[src/rtl/turfio_cin_rx_if.sv]
// AXI4-stream style word channel carrying received CIN command words.
interface turfio_cin_rx_if;
  logic [31:0] tdata;
  logic        tvalid;
  logic        tready;

  modport master (
    output tdata,
    output tvalid,
    input  tready
  );

  modport slave (
    input  tdata,
    input  tvalid,
    output tready
  );
endinterface

[src/rtl/turfio_cin_rx.sv]
// CIN receive word framer: finds bit and word alignment on the 4-bit-per-ifclk
// deserialized stream by locking to the training word, then emits each
// non-idle, non-training 32-bit word on the stream master.
module turfio_cin_rx #(
  parameter logic [31:0] TRAIN_VALUE  = 32'hA55A6996,
  parameter int unsigned LOCK_COUNT   = 4,
  parameter int unsigned SEARCH_DWELL = 64,
  parameter logic        INV_CIN      = 1'b0
) (
  input  logic                   ifclk_i,
  input  logic                   rst_i,
  input  logic                   train_i,
  input  logic [3:0]             cin_nibble_i,
  turfio_cin_rx_if.master        m_axis_cin,
  output logic                   locked_o,
  output logic [1:0]             bit_offset_o,
  output logic [2:0]             word_phase_o,
  output logic [15:0]            train_err_o,
  output logic                   overflow_o
);

  localparam logic [3:0] LOCK_CNT   = 4'(LOCK_COUNT);
  localparam logic [7:0] DWELL_LAST = 8'(SEARCH_DWELL - 1);
  localparam logic [7:0] REFILL_MIN = 8'd9;

  typedef enum logic [1:0] {
    ST_SEARCH,
    ST_VERIFY,
    ST_LOCKED
  } state_t;

  state_t      state_q, state_d;
  logic [3:0]  nibble_q, prev_q;
  logic [7:0]  hist;
  logic [3:0]  aligned;
  logic [31:0] sr_q;
  logic [2:0]  ctr_q;
  logic [2:0]  phase_q, phase_d;
  logic [1:0]  offset_q, offset_d;
  logic [7:0]  dwell_q, dwell_d;
  logic [3:0]  good_q, good_d, good_inc;
  logic [15:0] err_q, err_d;
  logic [31:0] tdata_q, tdata_d;
  logic        tvalid_q, tvalid_d;
  logic        ovf_q;
  logic        match;
  logic        at_phase;

  // Two consecutive nibbles in time order (earliest bit at index 0).
  assign hist     = {nibble_q, prev_q};
  assign aligned  = hist[offset_q +: 4];
  assign match    = (sr_q == TRAIN_VALUE);
  assign at_phase = (ctr_q == phase_q);
  assign good_inc = good_q + 4'd1;

  // Input capture, word shift register and free-running nibble counter.
  always_ff @(posedge ifclk_i) begin
    if (rst_i) begin
      nibble_q <= '0;
      prev_q   <= '0;
      sr_q     <= '0;
      ctr_q    <= '0;
    end else begin
      nibble_q <= cin_nibble_i ^ {4{INV_CIN}};
      prev_q   <= nibble_q;
      sr_q     <= {aligned, sr_q[31:4]};
      ctr_q    <= ctr_q + 3'd1;
    end
  end

  // Alignment state machine and word output decisions.
  always_comb begin
    state_d  = state_q;
    offset_d = offset_q;
    dwell_d  = dwell_q;
    phase_d  = phase_q;
    good_d   = good_q;
    err_d    = err_q;
    tdata_d  = tdata_q;
    tvalid_d = 1'b0;
    unique case (state_q)
      ST_SEARCH: begin
        dwell_d = dwell_q + 8'd1;
        // Early matches would come from a half-refilled shift register.
        if (match && (dwell_q >= REFILL_MIN)) begin
          phase_d = ctr_q;
          good_d  = 4'd1;
          state_d = ST_VERIFY;
        end else if (dwell_q == DWELL_LAST) begin
          offset_d = offset_q + 2'd1;
          dwell_d  = '0;
        end
      end
      ST_VERIFY: begin
        if (at_phase) begin
          if (match) begin
            good_d = good_inc;
            if (good_inc == LOCK_CNT) state_d = ST_LOCKED;
          end else begin
            state_d = ST_SEARCH;
            dwell_d = '0;
          end
        end
      end
      ST_LOCKED: begin
        if (at_phase) begin
          tdata_d  = sr_q;
          tvalid_d = !train_i && (sr_q != '0);
          if (train_i && !match) begin
            if (err_q != '1) err_d = err_q + 16'd1;
            state_d = ST_SEARCH;
            dwell_d = '0;
          end
        end
      end
      default: begin
        state_d = ST_SEARCH;
        dwell_d = '0;
      end
    endcase
  end

  // State and output registers; overflow is sticky until reset.
  always_ff @(posedge ifclk_i) begin
    if (rst_i) begin
      state_q  <= ST_SEARCH;
      offset_q <= '0;
      dwell_q  <= '0;
      phase_q  <= '0;
      good_q   <= '0;
      err_q    <= '0;
      tdata_q  <= '0;
      tvalid_q <= 1'b0;
      ovf_q    <= 1'b0;
    end else begin
      state_q  <= state_d;
      offset_q <= offset_d;
      dwell_q  <= dwell_d;
      phase_q  <= phase_d;
      good_q   <= good_d;
      err_q    <= err_d;
      tdata_q  <= tdata_d;
      tvalid_q <= tvalid_d;
      ovf_q    <= ovf_q | (tvalid_q & ~m_axis_cin.tready);
    end
  end

  assign m_axis_cin.tdata  = tdata_q;
  assign m_axis_cin.tvalid = tvalid_q;
  assign locked_o          = (state_q == ST_LOCKED);
  assign bit_offset_o      = offset_q;
  assign word_phase_o      = phase_q;
  assign train_err_o       = err_q;
  assign overflow_o        = ovf_q;

endmodule
[src/flat_wrapper.sv]
// flat-port wrapper written by rule: the top's interface ports become plain ports
module turfio_cin_rx_flat 
#(
  parameter logic [31:0] TRAIN_VALUE  = 32'hA55A6996,
  parameter int unsigned LOCK_COUNT   = 4,
  parameter int unsigned SEARCH_DWELL = 64,
  parameter logic        INV_CIN      = 1'b0
)
  (ifclk_i, rst_i, train_i, cin_nibble_i, locked_o, bit_offset_o, word_phase_o, train_err_o, overflow_o, m_axis_cin_tdata, m_axis_cin_tvalid, m_axis_cin_tready);
  turfio_cin_rx_if m_axis_cin_i ();
  input  logic ifclk_i;
  input  logic rst_i;
  input  logic train_i;
  input  logic [3:0] cin_nibble_i;
  output logic locked_o;
  output logic [1:0] bit_offset_o;
  output logic [2:0] word_phase_o;
  output logic [15:0] train_err_o;
  output logic overflow_o;
  output wire logic [$bits(m_axis_cin_i.tdata)-1:0] m_axis_cin_tdata;
  output wire logic [$bits(m_axis_cin_i.tvalid)-1:0] m_axis_cin_tvalid;
  input wire logic [$bits(m_axis_cin_i.tready)-1:0] m_axis_cin_tready;
  assign m_axis_cin_tdata = m_axis_cin_i.tdata;
  assign m_axis_cin_tvalid = m_axis_cin_i.tvalid;
  assign m_axis_cin_i.tready = m_axis_cin_tready;
  turfio_cin_rx #(.TRAIN_VALUE(TRAIN_VALUE), .LOCK_COUNT(LOCK_COUNT), .SEARCH_DWELL(SEARCH_DWELL), .INV_CIN(INV_CIN)) u_core (.ifclk_i(ifclk_i), .rst_i(rst_i), .train_i(train_i), .cin_nibble_i(cin_nibble_i), .m_axis_cin(m_axis_cin_i), .locked_o(locked_o), .bit_offset_o(bit_offset_o), .word_phase_o(word_phase_o), .train_err_o(train_err_o), .overflow_o(overflow_o));
endmodule
[config.mk]
export PLATFORM = sky130hd
export DESIGN_NAME = turfio_cin_rx_flat
export DESIGN_NICKNAME = d
export VERILOG_FILES = /design/src/rtl/turfio_cin_rx_if.sv /design/src/rtl/turfio_cin_rx.sv /design/src/flat_wrapper.sv
export SDC_FILE = /design/constraint.sdc
export NUM_CORES = 1
export LEC_CHECK = 0
export BUFFER_PORTS_ARGS = -buffer_cell sky130_fd_sc_hd__buf_2
export CAP_MARGIN = 20
export CELL_PAD_IN_SITES_DETAIL_PLACEMENT = 1
export CELL_PAD_IN_SITES_GLOBAL_PLACEMENT = 2
export CORE_MARGIN = 1
export CORE_UTILIZATION = 34
export DETAILED_ROUTE_END_ITERATION = 8
export HOLD_SLACK_MARGIN = 0.12
export PLACE_DENSITY = 0.8
export RECOVER_POWER = 25
export SYNTH_ARGS = -nofsm -noshare
export SYNTH_HDL_FRONTEND = slang
export SYNTH_SLANG_ARGS = --single-unit
[constraint.sdc]
create_clock -name ifclk_i -period 2.54 [get_ports ifclk_i]
set_input_delay 0.508 -clock ifclk_i [delete_from_list [all_inputs] [get_ports ifclk_i]]
set_output_delay 0.508 -clock ifclk_i [all_outputs]
set_load 0.02 [all_outputs]
# Word level (Yosys, flattened, before mapping)
# Index checks and enable logic that the tools add are counted.
# word_totals
inputBits	8
regBits	112
output_inout_bits	56
word_cells	74
# op_classes
n_eq_ne	14
n_reduce_logical	16
addsub	5
n_lt_le_gt_ge	1
muxes	18
shifts	1
bitwise_logic	6
# ops
cell	count
2-to-1 mux 8 bit	6
equality test 32 bit (second input constant)	1
nonzero test 32 bit	1
one-hot mux 8 bit (3 select lines)	1
adder 16 x 1 -> 16 bit (second input constant)	1
inequality test 16 bit (second input constant)	1
2-to-1 mux 2 bit	6
2-to-1 mux 4 bit	3
AND reduction 4 bit	3
inequality test 2 x 1 -> 1 bit (second input constant)	5
adder 8 x 1 -> 8 bit (second input constant)	1
equality test 8 x 6 -> 1 bit (second input constant)	1
greater-or-equal comparator 8 x 4 -> 1 bit (second input constant)	1
one-hot mux 4 bit (2 select lines)	1
variable part select 8 x 3 -> 4 bit	1
one-hot mux 2 bit (3 select lines)	1
AND reduction 5 bit	1
adder 4 x 1 -> 4 bit (second input constant)	1
equality test 4 x 3 -> 1 bit (second input constant)	1
NOT 1 bit	4
AND reduction 2 bit	2
adder 3 x 1 -> 3 bit (second input constant)	1
equality test 3 bit	1
logical AND 1 bit	3
other kinds (12)	13

# Logic depth before layout (Yosys ltp)
# Gate-level depths: netlist of run 1.
# logic_depth
ltp_word	6
depth_mapped	8
depth_no_buf	8

# Worst setup path before layout of run 1
# Ideal clock, no wire load.
# synth_timing
kind	register to register
startpoint	register u_core.state_q[0]
endpoint	register u_core.err_q[11] (netlist: u_core.train_err_o[11])
slack_ns	0.527
stages_incl_launch_ff	9
period_less_slack_ns	2.013
arrival_time_ns	1.885
setup_ns	0.128
path_cell_list	dfxtp_1 -> clkbuf_1 -> and2b_1 -> nand4_1 -> a41o_1 -> buf_2 -> nor3_1 -> xnor2_1 -> nor2_1
# synth_between
elab_chain_cells	2
# synth_rtl
item	line	source
start: declaration	turfio_cin_rx.sv:32	state_t state_q, state_d;
start signal: assignment	turfio_cin_rx.sv:136	state_q <= state_d;
equality test 2 bit	--	
named net locked_o	flat_wrapper.sv:15	output logic locked_o;
AND reduction 4 bit (no line)	--	
end signal: assignment	turfio_cin_rx.sv:141	err_q <= err_d;
end: declaration	turfio_cin_rx.sv:42	logic [15:0] err_q, err_d;
# The timed path passes the listed nets, and every way through them passes these cells.
# A chain may end at the register's enable or synchronous reset.

# Worst setup path after layout of run 1
# layout_timing
startpoint	register u_core.sr_q[10]
endpoint	register u_core.good_q[3]
# layout_between
elab_chain_cells	4
elab_cells_between_ends	5
# layout_rtl
item	line	source
start: declaration	turfio_cin_rx.sv:36	logic [31:0] sr_q;
start signal: assignment	turfio_cin_rx.sv:66	sr_q <= {aligned, sr_q[31:4]};
equality test 32 bit (*)	turfio_cin_rx.sv:52	assign match = (sr_q == TRAIN_VALUE);
logical AND 1 bit	turfio_cin_rx.sv:85	if (match && (dwell_q >= REFILL_MIN)) begin
inequality test 2 x 1 -> 1 bit (no line)	--	
AND reduction 4 bit (no line) (*)	--	
end signal: assignment	turfio_cin_rx.sv:140	good_q <= good_d;
end: declaration	turfio_cin_rx.sv:41	logic [3:0] good_q, good_d, good_inc;
# Mark *: on every way between the ends. The rest lies on a longest branch, timed or not.

==> run metrics, run 1 <==
CP endpoint kind register; critical path cell sequence nor4_1 -> and4_1 -> nand4b_2 -> o21a_1 -> or4_1 -> a31oi_1; power density cells between 600 and 700 nW/um^2; Syn Nets approximately 490; Die W approximately 120 microns; hold path cells 2; #FFs+latches synth 112; DIE AREA 13300 sq um; CP Class register to register; P&R area growth vs syn 17.9%; register area share after synthesis 51.5%; # diodes 0; Max Clk Rate between 0.4 and 0.5 GHz; clock-pin slew on the worst setup and hold paths approximately 0.08 ns; worst skew pair latency 0.36 ns; M2 GR Usage 27.7%; # Max-Cap Violations 0; clock sink total 112; Post-Syn Area between 4000 and 5000 sq um; postcts setup bufs 0; CP Launch Type register; Avg WL per Cell roughly 14 microns; pin count of the biggest net entering global routing 44; H-Tree Depth 3; dpl hpwl 7130 microns; number of port buffers 63; initial antenna violation count 0; family with the most delay on the worst path simple AND/OR/NAND/NOR gates; crit share post-route about 91%; Slew @ Worst Pin approximately 1.4 ns; drt pass-1 iters 4; Max IR drop VDD 0.384 mV; Final Max Slew Viols 0; HP Start cin_nibble_i[2]; gr busiest metal met2; Netlist cell types 51; hold buffer count at cts 0; Overflow after GRT 0; Bufs and invs on worst path 0; Clock Root Buffer clkbuf_16; ys flop type dfxtp_1; ys async rst share 0%; FF-to-FF End u_core.good_q[3]; clock skew about 0.0075 ns; Leak about 2.0 nW; Synth Instances roughly 480; Mapped Avg Cell Area 9.13 sq um; number of synthesized flops with an enable pin 0; proportion of layout cells with a drive suffix above 1 roughly 18%; met3 Track Usage GR ~4.4%; clock buffers created by TritonCTS 9; CTS tree built; Nets 546; crit-path max FO 5; routed vias/inst between 4 and 5; met1 GRT Util around a fifth; DRC 0; post-layout min period 2.31 ns; post-CTS resize count 0; Starting Density a little over a third; drt initial violations 188; Worst Path Required around 2.8 ns; Final Hold Vio Count 0; final instance area approximately 5100 sq um; relative slew slack a little under a tenth; vias in the first global route ~3400; total negative slack 0 ns; Post-Place Cell Area 4830 sq um; total track usage between 10% and 20%; Placer Congestion 0.773; worst reg2reg path startpoint u_core.sr_q[10]; Worst Hold Class input pin to register; Critical Path Max Stage Delay 0.47 ns; Detailed Route WL slightly above 10000 microns; Clock Tree Buf Depth 2; crit path DAT between 2 and 3 ns; Crit-path slowest cell or4_1; # setup viols final 0; status finished clean; via count about 3400; IO Count between 60 and 70; Routed Antenna Nets 0; # rows 40; YS warnings 0; first-pass GRT wire length approximately 17000 microns; Core Area roughly 12000 sq um; reg2reg path depth 6; sink of the worst hold path u_core.nibble_q[2]; Die Y between 100 and 150 microns; RSZ-0062 raised after global routing false; reg-to-reg slack, setup between 0.2 and 0.25 ns
[worst max path at each step]
stage,start,to,slack (ns),cells after the start
floorplan,u_core.state_q[0],u_core.train_err_o[11],0.53,8
global placement,u_core.sr_q[10],u_core.good_q[3],0.28,6
detailed placement,u_core.sr_q[10],u_core.good_q[3],0.20,6
CTS,u_core.sr_q[10],u_core.good_q[3],0.20,6
global route,u_core.sr_q[10],u_core.good_q[3],0.12,6
finish,u_core.sr_q[10],u_core.good_q[3],0.23,6
[cells in the mapped netlist, drive strengths merged (7+ instances only)]
cell type | instances | area (sq um)
nor2b | 44 | 275
clkbuf | 23 | 86.3
a21oi | 36 | 180
and3 | 8 | 50.1
dfxtp | 112 | 2240
nor3 | 16 | 80.1
xnor2 | 18 | 158
nand3 | 15 | 75.1
nor4 | 10 | 77.6
ha | 7 | 87.6
inv | 8 | 30.0
nand2 | 81 | 307
nor2 | 31 | 116
[final cells by class]
cell class | count | area, sq um
clock buffer | 10 | 239
clock inverter | 6 | 77.6
fill | 1432 | 7130
inverter | 8 | 30.0
multi-input combinational | 332 | 1990
sequential | 112 | 2240
tap | 168 | 210
timing repair buffer | 68 | 348
[per-stage QoR]
stage / utilization [%] / power, W / setup WS, ns / std cells / hold slack, ns
3_3_place_gp: 39.4 / 0.00193 / 0.277 / 688 / 0.419
4_1_cts: 41.9 / 0.00344 / 0.199 / 704 / 0.338
5_1_grt: 41.9 / 0.00351 / 0.119 / 704 / 0.383
2_1_floorplan: - / 0.00190 / 0.527 / 477 / 0.414
3_5_place_dp: 39.4 / 0.00193 / 0.205 / 688 / 0.430
6_report: 41.9 / 0.00337 / 0.229 / 704 / 0.362
[cell usage in the layout (no fill, tap or decap), drive strengths merged, types with 4 or more instances in the layout]
| cell type | n |
|---|---|
| clkbuf | 13 |
| nor2 | 31 |
| and3 | 8 |
| xnor2 | 18 |
| mux4 | 4 |
| nand2 | 81 |
| nor3 | 16 |
| nor4 | 10 |
| dfxtp | 112 |
| mux2i | 5 |
| ha | 7 |
| nor2b | 44 |
| nand4 | 5 |
| nand3 | 15 |
| inv | 10 |
| xor2 | 5 |
| a21oi | 36 |
| buf | 65 |
| o21ai | 4 |
[where the power goes]
part	internal [W]	switching, W
clock	0.000808	0.000679
combinational	0.0000366	0.0000624
sequential	0.00177	0.0000155
[metal layers]
| layer | wire, microns | part of all wire, % |
|---|---|---|
| met1 | 4600 | 46 |
| met4 | 146 | 1.4 |
| met3 | 326 | 3.2 |
| met2 | 5010 | 50 |
| met5 | 0 | 0 |
[flip-flops by register name, indices dropped and copies added, names as in the netlist]
register                  count
u_core.m_axis_cin.tvalid      1
u_core.ctr_q                  3
u_core.bit_offset_o           2
u_core.sr_q                  32
u_core.nibble_q               4
u_core.good_q                 4
u_core.state_q                2
u_core.m_axis_cin.tdata      32
u_core.dwell_q                8
u_core.train_err_o           16
u_core.overflow_o             1
u_core.word_phase_o           3
u_core.prev_q                 4
[logic make-up (layout without fill, tap and decap cells)]
family	count (synthesis)	after routing	share of synthesized area [%]
xor gates and xnor gates	23	23	4.62
DFF	112	112	51.5
muxes	9	9	3.22
and+or+nand+nor	231	231	27.0
adders and majority gates	7	7	2.01
AOI/OAI and AO/OA	62	62	8.79
buffers and inverters	33	92	2.87
Power figures use the tool's default switching activity.
==> run 2, diff against run 1 <==
--- a/config.mk
+++ b/config.mk
@@ -9,8 +9,10 @@
 export CAP_MARGIN = 20
 export CELL_PAD_IN_SITES_DETAIL_PLACEMENT = 1
 export CELL_PAD_IN_SITES_GLOBAL_PLACEMENT = 2
+export CORE_ASPECT_RATIO = 0.6
 export CORE_MARGIN = 1
 export CORE_UTILIZATION = 34
+export CTS_CLUSTER_DIAMETER = 30
 export DETAILED_ROUTE_END_ITERATION = 8
 export HOLD_SLACK_MARGIN = 0.12
 export PLACE_DENSITY = 0.8
==> run 2 against run 1 <==
Largest power group unchanged. Sequential share of layout area hardly changed. Non-clock buffer count is 1 higher. Combinational power hardly changed. Critical endpoint unchanged. Clock skew hardly changed. Sequential power hardly changed. Highest routed layer unchanged. Worst hold slack better by 0.014 ns. Register-to-register slack worse by 0.03 ns. Maximum frequency is 1.1% lower.
==> run metrics, run 2 (synthesis gave the netlist of run 1 again) <==
dpl hpwl approximately 8000 microns; RSZ-0062 raised after global routing false; Sw Pwr 0.000758 W; Crit-path slowest cell or4_1; # rows 31; Clock Root Buffer clkbuf_16; P&R area growth vs syn 17.9%; pin count of the biggest net entering global routing 45; Die Y roughly 90 microns; Core Area between 10000 and 15000 sq um; # fillers 1466; Critical Path Max Stage Delay 0.48 ns; Leak 2.03 nW; initial antenna violation count 0; Final Max Slew Viols 0; routed vias/inst 4.92; crit path DAT between 2 and 3 ns; CP endpoint kind register; drt initial violations 155; switching share of power 22.7%; total track usage about 18%; Hold Slack 0.376 ns; crit-path max FO 5; clock-pin slew on the worst setup and hold paths around 0.080 ns; FF-to-FF End u_core.good_q[3]; H-Tree Depth 3; drt pass-1 iters 4; Bufs and invs on worst path 0; reg-to-reg slack, setup 0.20 ns; post-CTS resize count 0; HP Start cin_nibble_i[3]; number of port buffers 63; Max Clk Rate 0.428 GHz; Detailed Route WL 11200 microns; status finished clean; sink of the worst hold path u_core.nibble_q[3]; via count 3451; crit share post-route between 90% and 100%; Comb pwr share about 3.0%; worst skew pair latency roughly 0.35 ns; Final Hold Vio Count 0; post-layout min period approximately 2.3 ns; Placer Congestion 0.784; clock skew around 0.008 ns; IO Count between 60 and 70; first-pass GRT wire length ~18000 microns; commonest cells after routing, fill and taps aside dfxtp_1 (112), nand2_1 (80), buf_2 (61); vias in the first global route between 3000 and 4000; CTS tree built; internal power roughly 0.0026 W; clock share of power 43.5%; total negative slack 0 ns; postcts setup bufs 0; power density cells roughly 650 nW/um^2; clock sink total ~110; CP Launch Type register; Nets 547; Worst Path Required ~2.8 ns; DRC 0; clock buffers created by TritonCTS 9; most common cell after layout, fill and taps aside dfxtp_1; Overflow after GRT 0; Worst Hold Class input pin to register; family with the most delay on the worst path simple AND/OR/NAND/NOR gates; reg2reg path depth 6; Slew @ Worst Pin around 1.4 ns; # setup viols final 0; relative slew slack under 10%; Avg WL per Cell ~16 microns; sequential power share between 50 and 60%; Max IR drop VDD 0.360 mV; CP Class register to register; # diodes 0; proportion of layout cells with a drive suffix above 1 a little under a fifth; Starting Density around 36%; hold buffer count at cts 0; # Max-Cap Violations 0; Clock Tree Buf Depth 2; Routed Antenna Nets 0; hold path cells 2; DIE AREA approximately 13000 sq um; critical path cell sequence nor4_2 -> and4_1 -> nand4b_2 -> o21a_1 -> or4_1 -> a31oi_1; worst reg2reg path startpoint u_core.sr_q[27]; Die W around 150 microns
## run 2: changes by cell type in the layout (fill, tap and decap cells not counted), sizes merged
cell / previous run / this run
clkinvlp: 0 / 1
inv: 10 / 11
buf: 65 / 66
clkbuf: 13 / 12
clkinv: 3 / 1
## run 2: how the worst max path moves through the flow
stage                      startpoint                      to  slack, ns  cells after the start
global route          u_core.sr_q[27]        u_core.good_q[3]       0.04                      6
CTS                   u_core.sr_q[23]        u_core.good_q[3]       0.11                      6
finish                u_core.sr_q[27]        u_core.good_q[3]       0.20                      6
detailed placement    u_core.sr_q[27]        u_core.good_q[3]       0.15                      6
global placement      u_core.sr_q[28]        u_core.good_q[3]       0.13                      6
floorplan           u_core.state_q[0]  u_core.train_err_o[11]       0.53                      8
## run 2: layout make-up
| cell class | instances | area [sq um] | share of cell area (%) |
|---|---|---|---|
| clock buffers | 9 | 225 | 4.38 |
| flip-flops and latches | 112 | 2240 | 43.6 |
| multi-input cells | 332 | 2000 | 39.0 |
| well taps | 165 | 206 | 4.02 |
| clock inverters | 6 | 77.6 | 1.51 |
| inverters | 8 | 30.0 | 0.584 |
| repair buffers | 69 | 355 | 6.92 |
## run 2: power by group through the flow
stage          Combinational [W]  Clock (W)  Sequential (W)
5_1_grt                 0.000115    0.00158         0.00179
6_report                0.000102    0.00146         0.00179
3_5_place_dp            0.000102          0         0.00183
3_3_place_gp           0.0000993          0         0.00183
4_1_cts                 0.000104    0.00149         0.00179
2_1_floorplan          0.0000760          0         0.00182
## run 2: worst register-to-register path, delay by kind of cell (launching register included)
kind / cells / cell delay, ns
AOI/OAI and AO/OA: 2 / 0.38
DFF: 1 / 0.33
and+or+nand+nor: 4 / 1.54
## run 2: per-layer routing
metal	track usage (%)	share of wire, %	up-vias
met1	28.3	57	1648
met5	0	0	-
met3	4.19	4.3	10
met2	24.6	38	70
met4	4.97	0.97	0
li1	-	-	1723
## run 2: stage by stage
| step | instance area, sq um | total power [W] | util, % | cells | setup WS (ns) |
|---|---|---|---|---|---|
| after CTS | 5130 | 0.00339 | 41.9 | 701 | 0.112 |
| after global placement | 4830 | 0.00193 | 39.4 | 686 | 0.132 |
| after floorplan | 4360 | 0.00190 | - | 477 | 0.527 |
| after detailed placement | 4830 | 0.00193 | 39.4 | 686 | 0.147 |
| after global routing | 5140 | 0.00349 | 41.9 | 701 | 0.0383 |
| final | 5140 | 0.00335 | 41.9 | 701 | 0.202 |
